`src/rtl/seg7_pkg.sv`:
```
// Shared definitions for the 7-segment scan driver: segment bit order and the
// active-high glyph table for the 16 hex digits.
package seg7_pkg;

  // Bit order of every segment vector, MSB first: {a,b,c,d,e,f,g}.
  typedef logic [6:0] seg_t;

  localparam seg_t SEG_OFF = 7'b0000000;

  // Entry [n] is the active-high glyph for hex digit n (packed, so F is listed first).
  localparam logic [15:0][6:0] SEG_CODES = {
    7'b1000111,  // F
    7'b1001111,  // E
    7'b0111101,  // d
    7'b1001110,  // C
    7'b0011111,  // b
    7'b1110111,  // A
    7'b1111011,  // 9
    7'b1111111,  // 8
    7'b1110000,  // 7
    7'b1011111,  // 6
    7'b1011011,  // 5
    7'b0110011,  // 4
    7'b1111001,  // 3
    7'b1101101,  // 2
    7'b0110000,  // 1
    7'b1111110   // 0
  };

endpackage

```
`src/rtl/seg7_scan_driver_hex_to_seg7.sv`:
```
// Combinational hex nibble to active-high 7-segment glyph decoder.
module hex_to_seg7
  import seg7_pkg::*;
(
  input  logic [3:0] i_hex,
  output seg_t       o_seg
);

  assign o_seg = SEG_CODES[i_hex];

endmodule

```
`src/rtl/seg7_scan_driver.sv`:
```
// Time-multiplexed 7-segment driver: shadow-latched hex value, one digit per
// refresh slot, leading-zero blanking, decimal points and anti-ghost dead time.
module seg7_scan_driver
  import seg7_pkg::*;
#(
  parameter int DIGITS         = 4,
  parameter int REFRESH_DIV    = 50000,
  parameter int DEAD_CYCLES    = 2,
  parameter bit SEG_ACTIVE_LOW = 1'b0,
  parameter bit AN_ACTIVE_LOW  = 1'b1
) (
  input  logic                  clk,
  input  logic                  rst,
  input  logic [4*DIGITS-1:0]   value,
  input  logic [DIGITS-1:0]     dp_in,
  input  logic                  load,
  input  logic                  blank_lz,
  output logic [6:0]            seg,
  output logic                  dp,
  output logic [DIGITS-1:0]     an
);

  localparam int PW = $clog2(REFRESH_DIV);
  localparam int IW = (DIGITS > 1) ? $clog2(DIGITS) : 1;
  localparam logic [PW-1:0] PRESC_LAST = PW'(REFRESH_DIV - 1);
  localparam logic [PW-1:0] DEAD_END   = PW'(DEAD_CYCLES);
  localparam logic [IW-1:0] IDX_LAST   = IW'(DIGITS - 1);

  logic [PW-1:0]         r_presc;
  logic [IW-1:0]         r_idx;
  logic [4*DIGITS-1:0]   r_shadow_val;
  logic [DIGITS-1:0]     r_shadow_dp;
  logic [6:0]            r_seg;
  logic                  r_dp;
  logic [DIGITS-1:0]     r_an;

  logic [3:0]            w_digit;
  seg_t                  w_dec;
  logic [DIGITS-1:0]     w_blank;
  logic                  w_blanked;
  logic                  w_dead;
  logic                  w_dp_req;
  logic [DIGITS-1:0]     w_hot;

  assign w_digit   = r_shadow_val[{r_idx, 2'b00} +: 4];
  assign w_blanked = w_blank[r_idx];
  assign w_dp_req  = r_shadow_dp[r_idx];
  assign w_dead    = (r_presc < DEAD_END);
  assign w_hot     = DIGITS'(1'b1) << r_idx;

  hex_to_seg7 u_dec (
    .i_hex (w_digit),
    .o_seg (w_dec)
  );

  // A digit blanks while it and everything above it are zero with no dp set; digit 0 never blanks.
  always_comb begin
    logic lz_run;
    lz_run  = 1'b1;
    w_blank = {DIGITS{1'b0}};
    for (int i = DIGITS - 1; i >= 1; i--) begin
      lz_run     = lz_run & (r_shadow_val[4*i +: 4] == 4'h0) & ~r_shadow_dp[i];
      w_blank[i] = lz_run & blank_lz;
    end
  end

  // Prescaler, scan index, shadow latch and polarity-adjusted output registers.
  always_ff @(posedge clk) begin
    if (rst) begin
      r_presc      <= {PW{1'b0}};
      r_idx        <= {IW{1'b0}};
      r_shadow_val <= {(4*DIGITS){1'b0}};
      r_shadow_dp  <= {DIGITS{1'b0}};
      r_seg        <= SEG_OFF ^ {7{SEG_ACTIVE_LOW}};
      r_dp         <= SEG_ACTIVE_LOW;
      r_an         <= {DIGITS{AN_ACTIVE_LOW}};
    end else begin
      if (r_presc == PRESC_LAST) begin
        r_presc <= {PW{1'b0}};
        r_idx   <= (r_idx == IDX_LAST) ? {IW{1'b0}} : r_idx + IW'(1);
      end else begin
        r_presc <= r_presc + PW'(1);
      end
      if (load) begin
        r_shadow_val <= value;
        r_shadow_dp  <= dp_in;
      end
      r_seg <= (w_blanked ? SEG_OFF : w_dec) ^ {7{SEG_ACTIVE_LOW}};
      r_dp  <= (~w_blanked & w_dp_req) ^ SEG_ACTIVE_LOW;
      r_an  <= ((w_blanked | w_dead) ? {DIGITS{1'b0}} : w_hot) ^ {DIGITS{AN_ACTIVE_LOW}};
    end
  end

  assign seg = r_seg;
  assign dp  = r_dp;
  assign an  = r_an;

endmodule

```
`config.mk`:
```
export PLATFORM = sky130hd
export DESIGN_NAME = seg7_scan_driver
export DESIGN_NICKNAME = d
export VERILOG_FILES = /design/src/rtl/seg7_pkg.sv /design/src/rtl/seg7_scan_driver_hex_to_seg7.sv /design/src/rtl/seg7_scan_driver.sv
export SDC_FILE = /design/constraint.sdc
export NUM_CORES = 1
export LEC_CHECK = 0
export BUFFER_PORTS_ARGS = -buffer_cell sky130_fd_sc_hd__buf_2
export CORE_ASPECT_RATIO = 1.25
export CORE_MARGIN = 1
export CORE_UTILIZATION = 50
export CTS_CLUSTER_SIZE = 24
export DETAILED_ROUTE_END_ITERATION = 16
export HOLD_SLACK_MARGIN = 0.03
export PLACE_DENSITY = 0.74
export SLEW_MARGIN = 15
export SYNTH_ARGS = -nofsm -noshare
export SYNTH_HDL_FRONTEND = slang
export SYNTH_SLANG_ARGS = --single-unit
```
`constraint.sdc`:
```
create_clock -name clk -period 2.1 [get_ports clk]
set_input_delay 0.42 -clock clk [delete_from_list [all_inputs] [get_ports clk]]
set_output_delay 0.42 -clock clk [all_outputs]
set_load 0.05 [all_outputs]
```
Yosys cells after proc, flatten, opt, wreduce, memory -nomap -nowiden. Memories as Yosys holds them, arrays and structs flattened. A register that Yosys moved wholly into a read port is not among the register bits. Cells that the tools add are included.

Magnitude comparators: 2. $mul: 0. $add $sub $neg: 2. Shifts and indexed selects: 2. Mux-type cells: 6. Reduce and logical (&&, ||, !) cells: 5. Bitwise gates (word level): 15. Divide/modulo/power cells: 0. Eq/ne operators: 2.

Operators by type and width (count): 16-bit by 1-bit adder with 16-bit output, second input constant (1); 16-bit == test, second input constant (1); 16-bit by 2-bit < comparator with 1-bit output, second input constant (1); 16-bit by 5-bit variable part select with 4-bit output (1); 4-bit logical NOT (3); 1-bit AND (9); 1-bit binary-select mux with 2-bit select (2); 4-bit two-way mux (1); 1-bit inverter (4); 4-bit inverter (1); 2-bit OR reduction (2); 1-bit by 2-bit left shift with 4-bit output, first input constant (1); 2-bit by 3-bit < comparator with 1-bit output, second input constant (1); 2-bit by 1-bit adder with 2-bit output, second input constant (1); 2-bit == test, second input constant (1); 1-bit two-way mux (2); 2-bit two-way mux (1); 1-bit OR (1).

Bits of input ports: 24. Latch bits: 0. Memories kept: 1. ROM bits: 112. Memory bits (writable): 0. Output and inout port bits: 12. Bits in registers: 43.

Memories: (no name shown) (words 16, bits a word 7, read ports 1, clocked after memory_dff 1, write ports 0, line seg7_scan_driver_hex_to_seg7.sv:9) `assign o_seg = SEG_CODES[i_hex];`.

Longest topological paths before layout.
Word-level depth: 12. Gate-level depth with buffers: 8.

By module. A second synthesis with hierarchy kept.

Cells, all modules: 241. Area, all modules: 2459.9 um^2.

By module, submodules not included: seg7_scan_driver (seq. area each 1001.0 um^2, times used 1, cells an instance 208, area each 2172.1 um^2); hex_to_seg7 (seq. area each 0.0 um^2, times used 1, cells an instance 33, area each 287.8 um^2).

Worst setup path after synthesis. Ideal clock, no wire load.

Path kind: reg2reg. Start: register r_presc[11]. End: register r_idx[0]. Setup slack: 0.107 ns. Path buffers: 0. Cell stages (with the launch flop): 5. Library setup time: 0.071 ns. Arrival time: 1.923 ns. Cell sequence: dfxtp_1 -> or4_1 -> or4_4 -> or4_1 -> a21oi_1.

Longest elaborated chain between the ends: 1.

RTL lines: from (decl) (line seg7_scan_driver.sv:29) `logic [PW-1:0] r_presc;`; from (signal assigned) (line seg7_scan_driver.sv:70) `r_presc <= {PW{1'b0}};`; from (signal assigned) (line seg7_scan_driver.sv:79) `r_presc <= {PW{1'b0}};`; from (signal assigned) (line seg7_scan_driver.sv:82) `r_presc <= r_presc + PW'(1);`; 16-bit == test (line seg7_scan_driver.sv:78) `if (r_presc == PRESC_LAST) begin`; to (signal assigned) (line seg7_scan_driver.sv:71) `r_idx <= {IW{1'b0}};`; to (signal assigned) (line seg7_scan_driver.sv:80) `r_idx <= (r_idx == IDX_LAST) ? {IW{1'b0}} : r_idx + IW'(1);`; to (decl) (line seg7_scan_driver.sv:30) `logic [IW-1:0] r_idx;`.

Every way passes these cells. A chain may end at the register's enable or synchronous reset.

Final worst setup path.
Start: register r_idx[0]. End: register r_seg[3] (netlist: seg[3]).

Longest elaborated chain between the ends: 3. Elaborated cells between the ends (all ways): 4. Those cells by class: shift: 1; mux: 2; reduce/logical: 1.

RTL lines: parallel branches: the longest is 3 deep, another holds 16-bit by 5-bit variable part select with 4-bit output; to (decl) (line seg7_scan_driver.sv:33) `logic [6:0] r_seg;`.

Several ways; the timed one is not identified. The select of a mux whose other input is x is not followed.

==> results.md <==
- Run status: complete, no violations
- Reg2Reg Depth: 6
- Layout fillers: about 400
- Routed wl met3: 114 µm
- Number of flops mapped to enable cells by yosys: 0
- RSZ-0062 raised after global routing: false
- Setup Skew: about 0.0060 ns
- Commonest non-fill, non-tap cell in the layout: dfxtp_1
- Slew Limit Headroom: approximately 62%
- Worst-skew pair later-pin latency: about 0.3 ns
- Die W: approximately 63 µm
- Rows: 27
- Top_reg_cell synth: dfxtp_1
- Top Ports: 36
- Nets: 320
- Worst hold path type: in -> reg
- Die extent in y: just under 80 µm
- Post-CTS setup buffers: 0
- Die area: slightly below 5000 µm²
- Slowest CP cell: mux4_2
- Most frequent cells in the layout: dfxtp_1, nor2_1, buf_2
- CTS tree: built
- GR Util All Layers: approximately a fifth
- Crit Path Max Fanout: 6
- Drt first-iter violations: 165
- #FFs+latches synth: 50
- Post-route setup slack: 0.140 ns
- Critical Path Max Stage Delay: around 0.56 ns
- Initial cell density of the core: between 50% and 60%
- Worst VDD drop: 0.382 mV
- CP Launch Type: register
- Gr ovfl total: 0
- Dpl hpwl: roughly 3200 µm
- Async S/R FF share, synth: 0%
- Root buffer cell: clkbuf_8
- Max layer used: met4
- WHS Path Cells: 3
- Layout cell share with drive strength beyond 1: about a fifth
- Mapped Area: ~2300 µm²
- Required @ worst endpoint: 2.31 ns
- Critical Path AT: 2.16 ns
- Storage element area: between 1000 and 1500 µm²
- First-pass GRT wire length: 7580 µm
- Initial antenna violation count: 0
- Largest net degree at the start of global routing: 37
- # setup viols final: 0
- Placed Cells: roughly 340
- Crit end category: register
- Seq pwr share: between 50 and 60%
- Mapped Cells: around 250
- Setup WS pre-CTS: just over 0.004 ns
- Hold Vio Cnt, Final: 0
- WL met2: between 2000 and 2500 µm
- Via count: approximately 1,800
- Combinational power share: between 10% and 20%
- P_leak: 0.00110 µW
- Final ANT Viol Nets: 0
- Sw Ratio: roughly a quarter
- Mean number of vias per cell: 5.23
- Final std cells w/o fill: 343
- Vias in the first global route: ~1,700
- CTS Buf Count: 5
- Overall routed net length: between 4000 and 5000 µm
- Power Density: 703 nW/µm²
- Synth-to-Final Area Change: 15.5%
- Port buffer count: 35
- H-tree Lvls: 2
- N_diodes: 0
- GPL Wtd Cong: 0.841
- Post-Route M1 WL: 1940 µm
- Crit-path cells: mux4_2 -> ha_1 -> inv_1 -> nor2_1 -> a211o_1 -> a211oi_1
- Clock share of power: 33.5%
- CP Class: reg -> reg
- Bufs on Longest Clock Path: 2
- Switch Pwr: ~470 µW
- Unique masters post-synth: 35
- Synth Net Count: ~280
- Minimum clock period: between 1.5 and 2 ns
- Tcrit/Tclk final: 93.3%
- Avg Inst Size Synth: between 9 and 10 µm²
- Maximum clock frequency: a little over 500 MHz
- Register-to-register setup slack: ~0.14 ns
- Int Pwr: 1410 µW
- Max-slew violation count: 0
- Worst-Margin Slew: approximately 0.58 ns
- Multi-input logic area: ~1200 µm²
- Yosys warnings: 0
- Setup_tns: 0 ns
- CORE AREA: approximately 4400 µm²
- Clk slew on worst S/H paths: around 0.09 ns
- Sequential area share after synthesis: between 40% and 50%
- Clk sinks: 50
- Router iterations before antenna repair: 4
- Maxcap violations: 0
- DR WL/cell: between 10 and 15 µm
- Drt drc: 0
## path summary, 6_finish.rpt
check | endpoint | startpoint
worst max register to register | seg[3]$_SDFF_PP0_ | r_idx[0]$_SDFFE_PP0P_
worst min register to register | r_presc[0]$_SDFF_PP0_ | r_presc[0]$_SDFF_PP0_
worst min-delay path | r_shadow_dp[2]$_SDFFE_PP0P_ | dp_in[2]
worst max-delay path | seg[3]$_SDFF_PP0_ | r_idx[0]$_SDFFE_PP0P_
## synth_stat cells (2+ instances only)
master      n  area share [%]
clkbuf_1    9             1.5
dfxtp_1    50              43
mux4_2      5             4.9
or3_1       8             2.2
and3_1      2            0.54
nand3_1     6             1.3
nor2b_1     2            0.54
a21oi_1     7             1.5
inv_1      13             2.1
or4_1       6             1.9
a211oi_1    2            0.65
nand2_1    11             1.8
nor3_1      5             1.1
ha_1       12             6.5
nor3b_1     2            0.65
nor2_1     44             7.1
nand4_1     4             1.1
buf_2       2            0.43
xor2_1      2            0.76
mux2i_1    20             8.6
nor4_1      7             1.9
xnor2_1    11             4.2
o21ai_0     4            0.86
or2_2       2            0.54
a2111oi_0   2            0.76
## power groups by stage
stage | Clock, µW | Combinational, µW | Sequential (µW)
finish | 629 | 236 | 1020
global route | 696 | 260 | 1020
CTS | 658 | 238 | 1020
detailed placement | 0 | 238 | 1040
global placement | 0 | 234 | 1040
floorplan | 0 | 126 | 1090
## sequential cells by signal (all words and copies together) (netlist names)
register      count
r_shadow_dp       4
r_shadow_val     16
an                4
r_presc          16
seg               7
dp                1
r_idx             2
## layer usage
metal / up-vias / track usage (%)
met5: - / 0
met4: 0 / 9.07
met3: 7 / 4.07
met2: 26 / 33.1
met1: 829 / 22.7
li1: 932 / -
## logic make-up (layout without fill, tap and decap cells)
logic type / count (synthesis) / count (layout) / share of synthesized area [%]
AO/OA/AOI/OAI: 20 / 20 / 5.62
multiplexers: 25 / 25 / 13.5
XOR/XNOR: 13 / 13 / 4.92
AND/OR/NAND/NOR: 103 / 103 / 22.1
flip-flops: 50 / 50 / 43.2
adder cells (fa/ha/maj): 12 / 12 / 6.48
buffers and inverters: 25 / 62 / 4.16
## repair_timing
item | in CTS | in global routing
pin swaps | 0 | 1
gates resized for setup | 1 | 1
cloned | 0 | 0
endpoints found under the setup margin | 1 | 3
hold buffers | 0 | 0
## cell type report
type | instances | share of cell area (%)
multi-input cells | 173 | 45.6
clock buffers | 8 | 4.12
repair buffers | 41 | 8.23
inverters | 13 | 1.82
flip-flops and latches | 50 | 37.6
well taps | 58 | 2.71
## critical path: cells and delay by family (launching register included)
family,cells,cell delay [ns]
mux,1,0.56
compound gates,2,0.53
flops,1,0.40
fa+ha+maj,1,0.24
buf+inv,1,0.10
simple gates,1,0.05
## per-stage QoR
step	hold slack, ns	total power, µW	instance area (µm²)	util, %
finish	0.350	1880	2680	60.4
global route	0.353	1980	2680	60.4
CTS	0.344	1910	2670	60.4
detailed placement	0.470	1280	2560	57.9
global placement	0.443	1270	2560	57.9
floorplan	0.430	1210	2320	-
No activity file was read; power rests on OpenSTA's default activity.
